### src/rtl/jtag_tap_master.sv
// Purpose : command-driven JTAG host; turns RESET/SHIFT_IR/SHIFT_DR/IDLE commands into TMS/TDI on a divided TCK and returns captured TDO.
// Latency : first TMS/TDI one cycle after accept; rsp_valid after (pre+len+post) TCK periods of 2*TCK_DIV cycles, or one cycle for zero-length shifts.
// Backpressure: single outstanding command; cmd_ready low from the cycle after accept until the cycle after rsp_valid; rsp has no ready.
//
// Ports:
//   system_clk, reset_bar         clock, async active-low reset
//   cmd_valid/cmd_ready           command handshake; cmd_op/cmd_len/cmd_data latched on accept
//   rsp_valid/rsp_data            one-cycle completion pulse, TDO bits right-aligned (held until next completion)
//   TCK/TMS/TDI/TDO               JTAG pins toward the TAP controller
// Optional (define JTAG_TAP_MASTER_STATE_TRACK_EN):
//   tap_state[3:0]                shadow of the TAP state (Reset=0 .. Update_IR=15)
//   tap_state_err                 one-cycle pulse when a shift is accepted outside Run-Idle
module jtag_tap_master #(
  parameter int DATA_W  = 32,
  parameter int LEN_W   = 6,
  parameter int TCK_DIV = 4
) (
  input  logic              system_clk,
  input  logic              reset_bar,
  input  logic              cmd_valid,
  output logic              cmd_ready,
  input  logic [1:0]        cmd_op,
  input  logic [LEN_W-1:0]  cmd_len,
  input  logic [DATA_W-1:0] cmd_data,
  output logic              rsp_valid,
  output logic [DATA_W-1:0] rsp_data,
  output logic              TCK,
  output logic              TMS,
  output logic              TDI,
  input  logic              TDO
`ifdef JTAG_TAP_MASTER_STATE_TRACK_EN
  ,
  output logic [3:0]        tap_state,
  output logic              tap_state_err
`endif
);

  localparam logic [2:0] S_IDLE  = 3'd0;
  localparam logic [2:0] S_PRE   = 3'd1;
  localparam logic [2:0] S_SHIFT = 3'd2;
  localparam logic [2:0] S_POST  = 3'd3;
  localparam logic [2:0] S_DONE  = 3'd4;

  localparam logic [1:0] OP_RESET = 2'b00;
  localparam logic [1:0] OP_IR    = 2'b01;
  localparam logic [1:0] OP_DR    = 2'b10;
  localparam logic [1:0] OP_IDLE  = 2'b11;

  localparam int               DIV_W    = $clog2(2 * TCK_DIV);
  localparam logic [DIV_W-1:0] DIV_TOP  = DIV_W'(2 * TCK_DIV - 1);
  localparam logic [DIV_W-1:0] DIV_RISE = DIV_W'(TCK_DIV - 1);
  localparam logic [DIV_W-1:0] DIV_HI   = DIV_W'(TCK_DIV);
  localparam logic [LEN_W-1:0] LEN_MAX  = LEN_W'(DATA_W);

  // Number of TMS bits in the preamble for each op.
  function automatic logic [LEN_W-1:0] pre_len(input logic [1:0] op);
    case (op)
      OP_RESET: pre_len = LEN_W'(6);
      OP_IR:    pre_len = LEN_W'(4);
      default:  pre_len = LEN_W'(3);
    endcase
  endfunction

  // Preamble patterns are a run of ones followed by zeros; this is the run length.
  function automatic logic [LEN_W-1:0] pre_ones(input logic [1:0] op);
    case (op)
      OP_RESET: pre_ones = LEN_W'(5);
      OP_IR:    pre_ones = LEN_W'(2);
      default:  pre_ones = LEN_W'(1);
    endcase
  endfunction

  logic [2:0]        state, nxt_state;
  logic [1:0]        op_q, nxt_op;
  logic [LEN_W-1:0]  len_q, nxt_len, len_clamp;
  logic [LEN_W-1:0]  cnt, nxt_cnt, cnt_inc;
  logic [DATA_W-1:0] dat_q, nxt_dat;
  logic [DATA_W-1:0] cap_q, cap_bit;
  logic [DIV_W-1:0]  div;
  logic              nxt_tms, nxt_tdi;
  logic              active, accept, wrap, rise, step;

  assign active    = (state == S_PRE) || (state == S_SHIFT) || (state == S_POST);
  assign accept    = cmd_valid && cmd_ready;
  assign wrap      = active && (div == DIV_TOP);   // TCK falling edge: next TMS/TDI
  assign rise      = active && (div == DIV_RISE);  // TCK rising edge: sample TDO
  assign step      = accept || wrap;
  assign cmd_ready = (state == S_IDLE);
  assign rsp_valid = (state == S_DONE);
  assign TCK       = active && (div >= DIV_HI);
  assign len_clamp = (cmd_len > LEN_MAX) ? LEN_MAX : cmd_len;
  assign cnt_inc   = cnt + LEN_W'(1);
  assign cap_bit   = {{(DATA_W-1){1'b0}}, TDO};

  // Next bit position, then the TMS/TDI value for the TCK period it starts.
  always_comb begin
    nxt_state = state;
    nxt_cnt   = cnt;
    nxt_dat   = dat_q;
    if (accept) begin
      nxt_cnt = '0;
      nxt_dat = cmd_data;
      if (cmd_op == OP_RESET)     nxt_state = S_PRE;
      else if (len_clamp == '0)   nxt_state = S_DONE;
      else if (cmd_op == OP_IDLE) nxt_state = S_SHIFT;
      else                        nxt_state = S_PRE;
    end else if (wrap) begin
      case (state)
        S_PRE: begin
          if (cnt_inc < pre_len(op_q)) begin
            nxt_cnt = cnt_inc;
          end else begin
            nxt_cnt   = '0;
            nxt_state = (op_q == OP_RESET) ? S_DONE : S_SHIFT;
          end
        end
        S_SHIFT: begin
          if (cnt_inc < len_q) begin
            nxt_cnt = cnt_inc;
            nxt_dat = dat_q >> 1;
          end else begin
            nxt_cnt   = '0;
            nxt_state = (op_q == OP_IDLE) ? S_DONE : S_POST;
          end
        end
        S_POST: begin
          if (cnt == '0) begin
            nxt_cnt = cnt_inc;
          end else begin
            nxt_cnt   = '0;
            nxt_state = S_DONE;
          end
        end
        default: ;
      endcase
    end

    nxt_op  = accept ? cmd_op : op_q;
    nxt_len = accept ? len_clamp : len_q;
    nxt_tms = 1'b0;
    nxt_tdi = 1'b1;
    case (nxt_state)
      S_PRE:   nxt_tms = (nxt_cnt < pre_ones(nxt_op));
      S_SHIFT: begin
        if (nxt_op != OP_IDLE) begin
          nxt_tdi = nxt_dat[0];
          nxt_tms = (nxt_cnt == nxt_len - LEN_W'(1));  // last bit moves to Exit1
        end
      end
      S_POST:  nxt_tms = (nxt_cnt == '0);              // Update, then Run-Idle
      default: ;
    endcase
  end

  always_ff @(posedge system_clk or negedge reset_bar) begin
    if (!reset_bar) begin
      state    <= S_IDLE;
      op_q     <= OP_RESET;
      len_q    <= '0;
      cnt      <= '0;
      dat_q    <= '0;
      cap_q    <= '0;
      div      <= '0;
      TMS      <= 1'b1;
      TDI      <= 1'b1;
      rsp_data <= '0;
    end else begin
      div <= active ? ((div == DIV_TOP) ? '0 : div + DIV_W'(1)) : '0;

      if (state == S_DONE) begin
        state <= S_IDLE;
      end else if (step) begin
        state <= nxt_state;
        cnt   <= nxt_cnt;
        dat_q <= nxt_dat;
        TMS   <= nxt_tms;
        TDI   <= nxt_tdi;
      end

      // TDO enters at the top of a len-wide window so the first bit lands at bit 0.
      if (accept) begin
        op_q  <= cmd_op;
        len_q <= len_clamp;
        cap_q <= '0;
      end else if (rise && (state == S_SHIFT) && (op_q != OP_IDLE)) begin
        cap_q <= (cap_q >> 1) | (cap_bit << (len_q - LEN_W'(1)));
      end

      if (step && (nxt_state == S_DONE)) begin
        rsp_data <= accept ? '0 : cap_q;
      end
    end
  end

`ifdef JTAG_TAP_MASTER_STATE_TRACK_EN
  function automatic logic [3:0] tap_next(input logic [3:0] st, input logic tms);
    case (st)
      4'd0:    tap_next = tms ? 4'd0  : 4'd1;
      4'd1:    tap_next = tms ? 4'd2  : 4'd1;
      4'd2:    tap_next = tms ? 4'd9  : 4'd3;
      4'd3:    tap_next = tms ? 4'd5  : 4'd4;
      4'd4:    tap_next = tms ? 4'd5  : 4'd4;
      4'd5:    tap_next = tms ? 4'd8  : 4'd6;
      4'd6:    tap_next = tms ? 4'd7  : 4'd6;
      4'd7:    tap_next = tms ? 4'd8  : 4'd4;
      4'd8:    tap_next = tms ? 4'd2  : 4'd1;
      4'd9:    tap_next = tms ? 4'd0  : 4'd10;
      4'd10:   tap_next = tms ? 4'd12 : 4'd11;
      4'd11:   tap_next = tms ? 4'd12 : 4'd11;
      4'd12:   tap_next = tms ? 4'd15 : 4'd13;
      4'd13:   tap_next = tms ? 4'd14 : 4'd13;
      4'd14:   tap_next = tms ? 4'd15 : 4'd11;
      default: tap_next = tms ? 4'd2  : 4'd1;
    endcase
  endfunction

  always_ff @(posedge system_clk or negedge reset_bar) begin
    if (!reset_bar) begin
      tap_state     <= 4'd0;
      tap_state_err <= 1'b0;
    end else begin
      if (rise) tap_state <= tap_next(tap_state, TMS);
      tap_state_err <= accept && ((cmd_op == OP_IR) || (cmd_op == OP_DR)) && (tap_state != 4'd1);
    end
  end
`endif

endmodule

### config.mk
export PLATFORM = sky130hd
export DESIGN_NAME = jtag_tap_master
export DESIGN_NICKNAME = d
export VERILOG_FILES = /design/src/rtl/jtag_tap_master.sv
export SDC_FILE = /design/constraint.sdc
export NUM_CORES = 1
export LEC_CHECK = 0
export BUFFER_PORTS_ARGS = -buffer_cell sky130_fd_sc_hd__buf_2
export CORE_MARGIN = 5
export CORE_UTILIZATION = 40
export CTS_CLUSTER_DIAMETER = 200
export DETAILED_ROUTE_END_ITERATION = 6
export MAX_ROUTING_LAYER = met4
export PLACE_DENSITY = 0.6
export SLEW_MARGIN = 20
export SYNTH_ARGS = -nofsm -noshare
export SYNTH_HDL_FRONTEND = slang
export SYNTH_SLANG_ARGS = --single-unit
### constraint.sdc
create_clock -name system_clk -period 3.1 [get_ports system_clk]
set_input_delay 0.31 -clock system_clk [delete_from_list [all_inputs] [get_ports system_clk]]
set_output_delay 0.31 -clock system_clk [all_outputs]
set_load 0.005 [all_outputs]
==> impl_metrics.yaml <==
status:
  status: "finished, violations left"
  violations: "hold timing"
timing:
  worst_pin_slew_ns: 0.726
  slew_headroom: 0.511
  period_share: 0.997
  finalHoldWorstSlack_ns: -0.0159
  rsz0062_at_grt: "true"
  fmax_mhz: 324
  finalHoldViolCount: 32
  skew_ns: 0.00612
  fin_crit_ns: 3.09
  setup-violations-final: 0
  final_max_slew_viol_count: 0
global_routing:
  grt_pass1_vias: 5055
  globalRouteTotalUtil: 0.178
  grt_overflow_total: 0
  antenna_found_initial: 0
  grt_pass1_wl_mm: 25.2
  grt_max_degree: 119
detailed_routing:
  vias: 5137
  drt_iter0_drc: 450
  final_antenna_net_count: 0
  wl_per_cell_um: 15.7
  via_per_inst: 5.38
  drc: 0
  dr.pass1.iters: 5
  wirelength_mm: 15.0
worst_setup_path:
  crit_chain: "nand3_4, or3_4, and2_4, inv_4, ha_4, and4_1, o21ai_2, a41oi_2, buf_4, buf_4, o32a_1, xor2_1, a221oi_2, nand4b_1, o211ai_2"
  cp-start-kind: "register"
  critPathMostFrequentCell: "buf_4"
  reg2reg_depth: 15
  worstPathMaxFanout: 6
  worstPathArrival_ns: 3.43
  rrSetupSlack_ns: 0.01
  setup.worst_path.class: "reg -> reg"
  slowest_delay_ns: 0.45
  critical_path_required_ns: 3.44
  critPathSlowestCell: "dfrtp_2"
  worst_setup_path_end_kind: "register"
placement:
  io_buffers: 80
  placed_cell_area_um2: 6920
  hpwl_mm: 10.9
  gp_congestion: 0.985
power:
  switchingPower_w: 0.000827
  power_w: 0.00379
  powerDensity_nw_per_um2: 498
  p_seq_frac: 0.422
  pwr-share-clk: 0.520
  swShare: 0.218
  p_leak_nw: 3.34
  ir_drop_mv: 0.383
  intPower_w: 0.00297
  combPwrFrac: 0.058
floorplanning:
  fp-row-count: 45
  core_um2: 15100
  io_pins: 81
  chipHeight_um: 134
  die_area_um2: 17900
  start_util: 0.406
  die_w_um: 134
clocking:
  cts_hold_buf: 0
  cts_buffers: 17
  cts_root_buf: "clkbuf_16"
  cts_sinks: 118
  clockBufferDepth: 2
  clk_pin_slew_ns: 0.05
  cts_tree: "yes"
  htreeDepth: 4
  insertion_delay_ns: 0.41
yosys:
  synth_top_family_by_area: "compound AO/OA/AOI/OAI gates"
  synth_fp_nets: 726
  ys_types: 62
  synth_xor_area_frac: 0.0228
  synth_area_per_cell_um2: 9.23
  synthSimpleGateAreaFrac: 0.171
  dominantRegCellSynth: "dfrtp_1"
  synth_seq_area_share: 0.481
  ys_ff_latch: 118
  synth_mux_area_frac: 0.0605
  synth_enable_flop_cells: 0
  synth_cells: 666
  yosysWarningCount: 0
  syn_area_um2: 6150
  synth-compound-area-share: 0.187
  synthArstFlopShare: 1.00
  yosys.area_share.adder: 0.0326
cells_and_area:
  finalNetCount: 813
  final_cell_area_um2: 7610
  drive_gt1_frac: 0.227
  fill_cells: 1420
  diodes: 0
  syn2layout_area_growth_pct: 23.9
worst_hold_path:
  hold_path.class: "in -> async"
job:
  max-cap-violations: 0
[path summary, 6_finish.rpt]
kind	from	to
min	reset_bar	rsp_data[5]
max in group asynchronous	reset_bar	cnt[0]
min in group system_clk	cmd_data[6]	dat_q[6]
min reg2reg	div[0]	div[0]
max reg2reg	cnt[0]	TMS
max	cnt[0]	TMS
[worst max-delay path, delay by kind of cell (launching register included)]
| family | cells | cell delay [ns] |
|---|---|---|
| and+or+nand+nor | 5 | 0.90 |
| xor gates and xnor gates | 1 | 0.17 |
| adders and majority gates | 1 | 0.19 |
| AOI/OAI and AO/OA | 5 | 0.95 |
| DFF | 1 | 0.45 |
| buffers and inverters | 3 | 0.36 |
[sequential cells by signal, summed over array words and instances, names as in the netlist]
signal / flops
TDI: 1
TMS: 1
cap_q: 32
cnt: 6
dat_q: 32
div: 3
len_q: 6
op_q: 2
rsp_data: 32
state: 3
[cells in the mapped netlist, drive strengths merged, types with 2 or more instances]
library cell / n / area share
a211oi: 25 / 0.031
a21boi: 2 / 0.0043
a21o: 2 / 0.0024
a21oi: 42 / 0.035
a31oi: 2 / 0.0020
a32o: 2 / 0.0033
a32oi: 2 / 0.0029
and2: 8 / 0.0081
and4: 2 / 0.0029
buf: 17 / 0.015
clkbuf: 27 / 0.016
dfrtp: 116 / 0.47
dfstp: 2 / 0.0086
ha: 16 / 0.033
inv: 22 / 0.013
mux2i: 36 / 0.059
nand2: 125 / 0.076
nand3: 24 / 0.020
nor2: 32 / 0.020
nor2b: 4 / 0.0041
nor3: 14 / 0.013
nor3b: 3 / 0.0037
nor4: 2 / 0.0020
o211ai: 5 / 0.0069
o21a: 2 / 0.0024
o21ai: 83 / 0.068
o21bai: 3 / 0.0037
o22a: 2 / 0.0029
o31ai: 3 / 0.0037
o32ai: 2 / 0.0059
or3: 2 / 0.0020
or3b: 3 / 0.0043
or4b: 2 / 0.0033
xnor2: 11 / 0.016
xor2: 5 / 0.0071
[timing repair]
item                       4_1_cts  5_1_grt
resized for setup                4       13
buffers inserted                 0        3
pin swaps                        0       14
setup endpoints to repair        1        7
[placed cells by master (no fill, tap or decap), types with 4 or more instances in the layout]
cell type | synthesis | layout
nand2_1 | 125 | 125
dfrtp_1 | 116 | 114
o21ai_0 | 81 | 79
buf_2 | 9 | 79
a21oi_1 | 41 | 39
mux2i_1 | 36 | 36
nor2_1 | 32 | 31
buf_4 | 2 | 29
a211oi_1 | 25 | 25
inv_1 | 22 | 21
nand3_1 | 23 | 21
clkbuf_16 | 0 | 17
ha_1 | 16 | 12
nor3_1 | 12 | 11
xnor2_1 | 11 | 10
and2_1 | 8 | 6
clkbuf_1 | 27 | 5
nor2b_1 | 4 | 4
o211ai_1 | 4 | 4
xor2_1 | 5 | 4
ha_4 | 0 | 4
buf_12 | 0 | 4
[routing by layer]
layer  up-vias  routed length, µm  GRT usage
met5         -                  0          -
met4         0                333     0.0646
met3        31                670     0.0409
met2       138               7090      0.275
met1      2445               6920      0.232
li1       2523                  -          -
[stage by stage]
step                hold WS (ns)  cells  utilization  worst slack (ns)  setup TNS [ns]
floorplan                 0.0144    666            -            0.0364               0
global placement           0.428    919        0.457            0.0296               0
detailed placement         0.444    919        0.457           -0.0480         -0.0480
CTS                      0.00708    951        0.497            0.0157               0
global route              0.0371    954        0.503            -0.106          -0.106
finish                   -0.0159    954        0.503           0.00970               0
[kinds of logic (layout without fill, tap and decap cells)]
logic type | after synthesis | after routing
AOI/OAI and AO/OA | 185 | 185
xor gates and xnor gates | 16 | 16
adders and majority gates | 16 | 16
buffers and inverters | 66 | 166
DFF | 118 | 118
muxes | 37 | 37
and+or+nand+nor | 228 | 228
[power groups by stage]
stage	clock network, W	logic [W]	registers [W]
after detailed placement	0	0.000219	0.00163
after CTS	0.00202	0.000221	0.00160
after global routing	0.00210	0.000249	0.00160
after floorplan	0	0.000121	0.00162
after global placement	0	0.000214	0.00163
final	0.00197	0.000219	0.00160
[layout make-up]
type | instances | area [µm²] | share of cell area
multi-input cells | 482 | 3050 | 0.400
flip-flops and latches | 118 | 2960 | 0.389
repair buffers | 112 | 693 | 0.0911
clock buffers | 24 | 472 | 0.0620
well taps | 188 | 235 | 0.0309
clock inverters | 8 | 123 | 0.0161
inverters | 22 | 85.1 | 0.0112
(Power assumes the default switching activity.)
